`src/rtl/adc_capture_gate.sv`:
```
// Capture gate between the RF ADC stream and the ADC data path: arms, waits
// for a software or threshold trigger, then forwards a fixed number of beats.
module adc_capture_gate #(
  parameter int DATA_W = 128,
  parameter int CNT_W  = 32
) (
  input  logic                rf_clk,
  input  logic                rf_rst,
  input  logic                s_axis_tvalid,
  input  logic [DATA_W-1:0]   s_axis_tdata,
  output logic                s_axis_tready,
  output logic                m_axis_tvalid,
  output logic [DATA_W-1:0]   m_axis_tdata,
  output logic                m_axis_tlast,
  input  logic                m_axis_tready,
  input  logic                arm,
  input  logic                abort,
  input  logic                sw_trig,
  input  logic                trig_mode,
  input  logic signed [15:0]  threshold,
  input  logic [CNT_W-1:0]    cap_beats,
  output logic                busy,
  output logic                cap_done,
  output logic                ovf,
  output logic [CNT_W-1:0]    beat_count,
  output logic [CNT_W-1:0]    drop_count,
  output logic [1:0]          fsm_state
);

  // Handshake: a beat moves on a rising edge where valid and ready are both 1;
  // the input side is always ready, the output side holds data while stalled.

  typedef enum logic [1:0] {
    IDLE    = 2'd0,
    ARMED   = 2'd1,
    CAPTURE = 2'd2,
    DONE    = 2'd3
  } state_t;

  localparam int N_SAMP = DATA_W / 16;

  state_t             state;
  logic               pending;
  logic [CNT_W-1:0]   cap_lat;
  logic               thr_hit;
  logic               trig_now;
  logic               window;
  logic               out_ready;
  logic               last_beat;
  logic [CNT_W-1:0]   beat_next;

  always_comb begin
    thr_hit = 1'b0;
    for (int k = 0; k < N_SAMP; k++) begin
      if ($signed(s_axis_tdata[16*k +: 16]) > threshold) thr_hit = 1'b1;
    end
  end

  assign trig_now      = trig_mode ? thr_hit : (pending | sw_trig);
  assign window        = s_axis_tvalid &&
                         ((state == CAPTURE) || ((state == ARMED) && trig_now));
  assign out_ready     = !m_axis_tvalid || m_axis_tready;
  assign beat_next     = beat_count + CNT_W'(1);
  assign last_beat     = (beat_next == cap_lat);
  assign s_axis_tready = 1'b1;
  assign busy          = (state == ARMED) || (state == CAPTURE);
  assign fsm_state     = state;

  always_ff @(posedge rf_clk or posedge rf_rst) begin
    if (rf_rst) begin
      state         <= IDLE;
      pending       <= 1'b0;
      cap_lat       <= '0;
      cap_done      <= 1'b0;
      ovf           <= 1'b0;
      beat_count    <= '0;
      drop_count    <= '0;
      m_axis_tvalid <= 1'b0;
      m_axis_tdata  <= '0;
      m_axis_tlast  <= 1'b0;
    end else begin
      // An accepted output beat drains unless a new window beat reloads below.
      if (m_axis_tvalid && m_axis_tready) begin
        m_axis_tvalid <= 1'b0;
        m_axis_tlast  <= 1'b0;
      end

      if (abort) begin
        state    <= IDLE;
        pending  <= 1'b0;
        cap_done <= 1'b0;
      end else if (arm && ((state == IDLE) || (state == DONE))) begin
        cap_lat    <= cap_beats;
        beat_count <= '0;
        drop_count <= '0;
        ovf        <= 1'b0;
        pending    <= 1'b0;
        if (cap_beats == '0) begin
          state    <= DONE;
          cap_done <= 1'b1;
        end else begin
          state    <= ARMED;
          cap_done <= 1'b0;
        end
      end else begin
        if ((state == ARMED) && !trig_mode && sw_trig && !window) pending <= 1'b1;
        if (window) begin
          beat_count <= beat_next;
          pending    <= 1'b0;
          if (out_ready) begin
            m_axis_tdata  <= s_axis_tdata;
            m_axis_tvalid <= 1'b1;
            m_axis_tlast  <= last_beat;
          end else begin
            if (drop_count != '1) drop_count <= drop_count + CNT_W'(1);
            ovf <= 1'b1;
          end
          if (last_beat) begin
            state    <= DONE;
            cap_done <= 1'b1;
          end else begin
            state <= CAPTURE;
          end
        end
      end
    end
  end

endmodule

```
`config.mk`:
```
export PLATFORM = sky130hd
export DESIGN_NAME = adc_capture_gate
export DESIGN_NICKNAME = d
export VERILOG_FILES = /design/src/rtl/adc_capture_gate.sv
export SDC_FILE = /design/constraint.sdc
export NUM_CORES = 1
export LEC_CHECK = 0
export ABC_AREA = 1
export CORE_UTILIZATION = 60
export CTS_BUF_LIST = sky130_fd_sc_hd__clkbuf_4 sky130_fd_sc_hd__clkbuf_8
export DETAILED_ROUTE_END_ITERATION = 6
export DONT_BUFFER_PORTS = 1
export GPL_TIMING_DRIVEN = 0
export PLACE_DENSITY_LB_ADDON = 0.05
export RECOVER_POWER = 50
export SYNTH_ARGS = -nofsm -noshare
export SYNTH_HDL_FRONTEND = slang
export SYNTH_SLANG_ARGS = --single-unit
```
`constraint.sdc`:
```
create_clock -name rf_clk -period 7.2 [get_ports rf_clk]
set_clock_uncertainty 0.2 [all_clocks]
set_input_delay 0 -clock rf_clk [delete_from_list [all_inputs] [get_ports rf_clk]]
set_output_delay 0 -clock rf_clk [all_outputs]
set_load 0.005 [all_outputs]
```
==> flow_summary.toml <==
[status]
status = "finished, violations left"
violations = "capacitance limit, slew limit"

[power_and_ir_drop]
power.density_mw_per_mm2 = 255
vdd_ir_drop_max_uv = 205
power_leakage_uw = 0.00956

[clock_network]
clockBufferDepth = 3
cts_sinks = 231
clock-root-buffer = "clkbuf_8"
cts_hold_buf = 330
clk_pin_slew_ps = 70
cts.repair.resized = 0
post-cts-setup-buffers = 0
cts_max_level = 2
clk_latency_ps = 560
cts_tree = "built"
cts_made_buffers = 40

[sta]
post-route-worst-setup-slack_ps = 2570
period_share_pct = 64.2
setup_tns_ps = 0
final-setup-viol-count = 0
rsz0062_at_grt = "false"
finalHoldViolCount = 0
fmax_ghz = 0.216
max-slew-margin-rel_pct = -125
worst_slew_pin_slew_ps = 3380
drv_slew = 132
post-route-min-period_ps = 4630

[grt]
grt_pass1_vias = 17444
grt_usage_pct = 47.1
antenna_found_initial = 0
grt_pass1_wl_um = 94000
grt-ovfl-total = 0
grt_max_degree = 132

[die]
core-area_mm2 = 0.0245
die_area_mm2 = 0.0258
dieHeight_um = 161
io_pins = 384
rows = 57
start_util_pct = 61.6
die_x_um = 161

[worst_setup_path]
timing.critical_path.arrival_ps = 4860
slowest_stage = "dlygate4sd3_1"
timing_worst_setup_path_type = "in -> reg"
cp_slowest_stage_delay_ps = 590
startpoint = "threshold[13]"
crit_buf_inv = 7
required_ps = 7440
worst_r2r_startpoint = "beat_count[0]"
crit_top_cell = "nand2_1"
startpoint_type = "primary input"
rrSetupSlack_ps = 2900
critPathMaxFanout = 10
r2r_cells = 16
r2r-end = "cap_done"
cp-end-kind = "register"
path_depth = 23
crit_chain = "inv_1 > ha_1 > a21oi_1 > o21bai_1 > a21oi_1 > nand3_1 > nand2_1 > nand2_1 > nand2_1 > inv_1 > nand3_1 > nand2_1 > nand2_2 > nand2_1 > dlygate4sd3_1 > nand2_1 > dlygate4sd3_1 > buf_2 > nand2_1 > nand2_1 > dlygate4sd3_1 > nand2_1 > dlygate4sd3_1"
crit_family = "buffers and inverters"

[routing]
drtPass1Iterations = 6
vias = 16759
routedWlPerCell_um = 22.2
ant_nets = 0
viasPerCell = 6.11
routed_wl_um = 60800
first_iter_violations = 1941
drc = 0

[yosys]
synth_area_mm2 = 0.0151
avgSynthCellArea_um2 = 7.49
syn-num-nets = 2334
synth_cells = 2018
ys_ff_latch = 231
yosysUniqueCellTypes = 44
synth_edf_count = 0
async_flop_share_pct = 100
ys_seq_area_share_pct = 38.2
synthFlopType = "dfrtp_1"
yosysWarnings = 0

[cells_and_area]
fillers = 1532
final_util_pct = 80.5
layout.nets = 2707
final_cells = 2744
multi_input_area_mm2 = 0.00824
synthToLayoutAreaGrowth_pct = 30.6
antenna_cells = 0
register_area_mm2 = 0.00578
layout-drive-gt1-share_pct = 7.27

[hold_path]
hp-class = "in -> reg"
holdPathStages = 8
worstHoldStart = "trig_mode"
min_to = "beat_count[31]"

[placement]
gp_congestion = 0.947
dp_cells = 2343
place_worst_setup_slack_ps = 3860
hpwl_um = 35200
portBuffers = 0

[job]
drv_cap = 1
-- worst min-delay path, stage by stage --
cell	delay, ps
nand2_1	40
nor2_1	80
nand3_1	100
nand2_1	110
nand2_2	60
nand3_2	90
buf_6	170
o21ai_0	100
-- final cells by class --
cell class	count	area share, %
clock buffers	66	4.25
flip-flops and latches	231	29.3
multi-input cells	1531	41.7
well taps	324	2.05
inverters	183	3.48
plain buffers	73	2.08
repair buffers	331	16.8
clock inverters	5	0.279
-- synthesized netlist by cell type, types with 2 or more instances --
master	number	area share, %
buf_12	2	0.26
o21a_1	5	0.25
buf_8	3	0.30
nand3b_1	6	0.30
a21o_1	7	0.35
inv_2	2	0.050
clkinv_1	2	0.050
nor3_1	37	1.2
mux2_2	2	0.15
nor2_2	2	0.083
or2_2	4	0.17
xnor3_1	4	0.60
o21ai_0	65	2.2
nand2_1	727	18
ha_1	132	11
nor3b_1	5	0.25
xor2_1	36	2.1
nor4_1	10	0.41
dfrtp_1	231	38
a21oi_1	57	1.9
buf_6	2	0.15
xnor2_1	13	0.75
nand3_2	42	2.8
nand4_1	62	2.6
o21bai_1	6	0.30
buf_2	38	1.3
clkbuf_1	25	0.62
nand3_1	153	5.1
inv_1	179	4.4
nor2_1	144	3.6
buf_4	2	0.099
-- cells in the final DEF, fill, tap and decap left out, drive strengths merged --
master,n
a31oi,1
o21ai,65
a21oi,57
nor3b,5
mux2,2
nand3,195
o31a,1
ha,132
nand2,728
o21bai,6
nor2,146
clkbuf,92
a211oi,1
o41ai,1
nor4b,1
nor4,11
or2,4
a21o,7
bufinv,1
nand4,62
xnor2,13
xor2,36
nor3,38
clkinv,4
inv,180
nand3b,6
xnor3,4
clkinvlp,3
and3b,1
dlygate4sd3,329
dfrtp,231
o22ai,1
and3,1
buf,49
conb,1
o21a,5
-- worst max path at each step --
| stage | end | slack, ps |
|---|---|---|
| global placement | m_axis_tdata[17] | -1790 |
| finish | cap_done | 2570 |
| detailed placement | m_axis_tdata[108] | 3860 |
| CTS | cap_done | 2860 |
| global route | cap_done | 2350 |
| floorplan | beat_count[0] | 670 |
-- cell families after synthesis --
logic type                 share of synthesized area [%]
AOI/OAI and AO/OA                                   5.18
xor gates and xnor gates                            3.43
adders and majority gates                           10.9
buffers and inverters                               7.26
DFF                                                 38.2
muxes                                              0.149
other                                             0.0248
and+or+nand+nor                                     34.8
-- metal layers --
metal  up-vias  wire (um)  track usage (%)
met2      1292      26400             72.1
li1       7327          -                -
met5         -          0                0
met4         0       5480             38.0
met3       464       7980             18.7
met1      7676      21000             52.1
-- power breakdown --
group	internal, uW	switching [uW]
Combinational	571	874
Clock	770	606
Sequential	1720	491
Total	3060	1970
-- per-stage QoR --
step	instance area, um2	power, uW	hold WS [ps]
6_report	19700	5030	31.3
2_1_floorplan	15100	2890	-71.6
3_5_place_dp	15600	3280	-198
5_1_grt	19700	5260	19.8
3_3_place_gp	15500	3220	-68.5
4_1_cts	19800	4800	2.52
-- flip-flops by register name, summed over array words and instances (netlist names) --
name and cells:
fsm_state 2, m_axis_tdata 128, m_axis_tvalid 1, cap_lat 32
pending 1, cap_done 1, beat_count 32, m_axis_tlast 1
ovf 1, drop_count 32
Power figures use the tool's default switching activity.
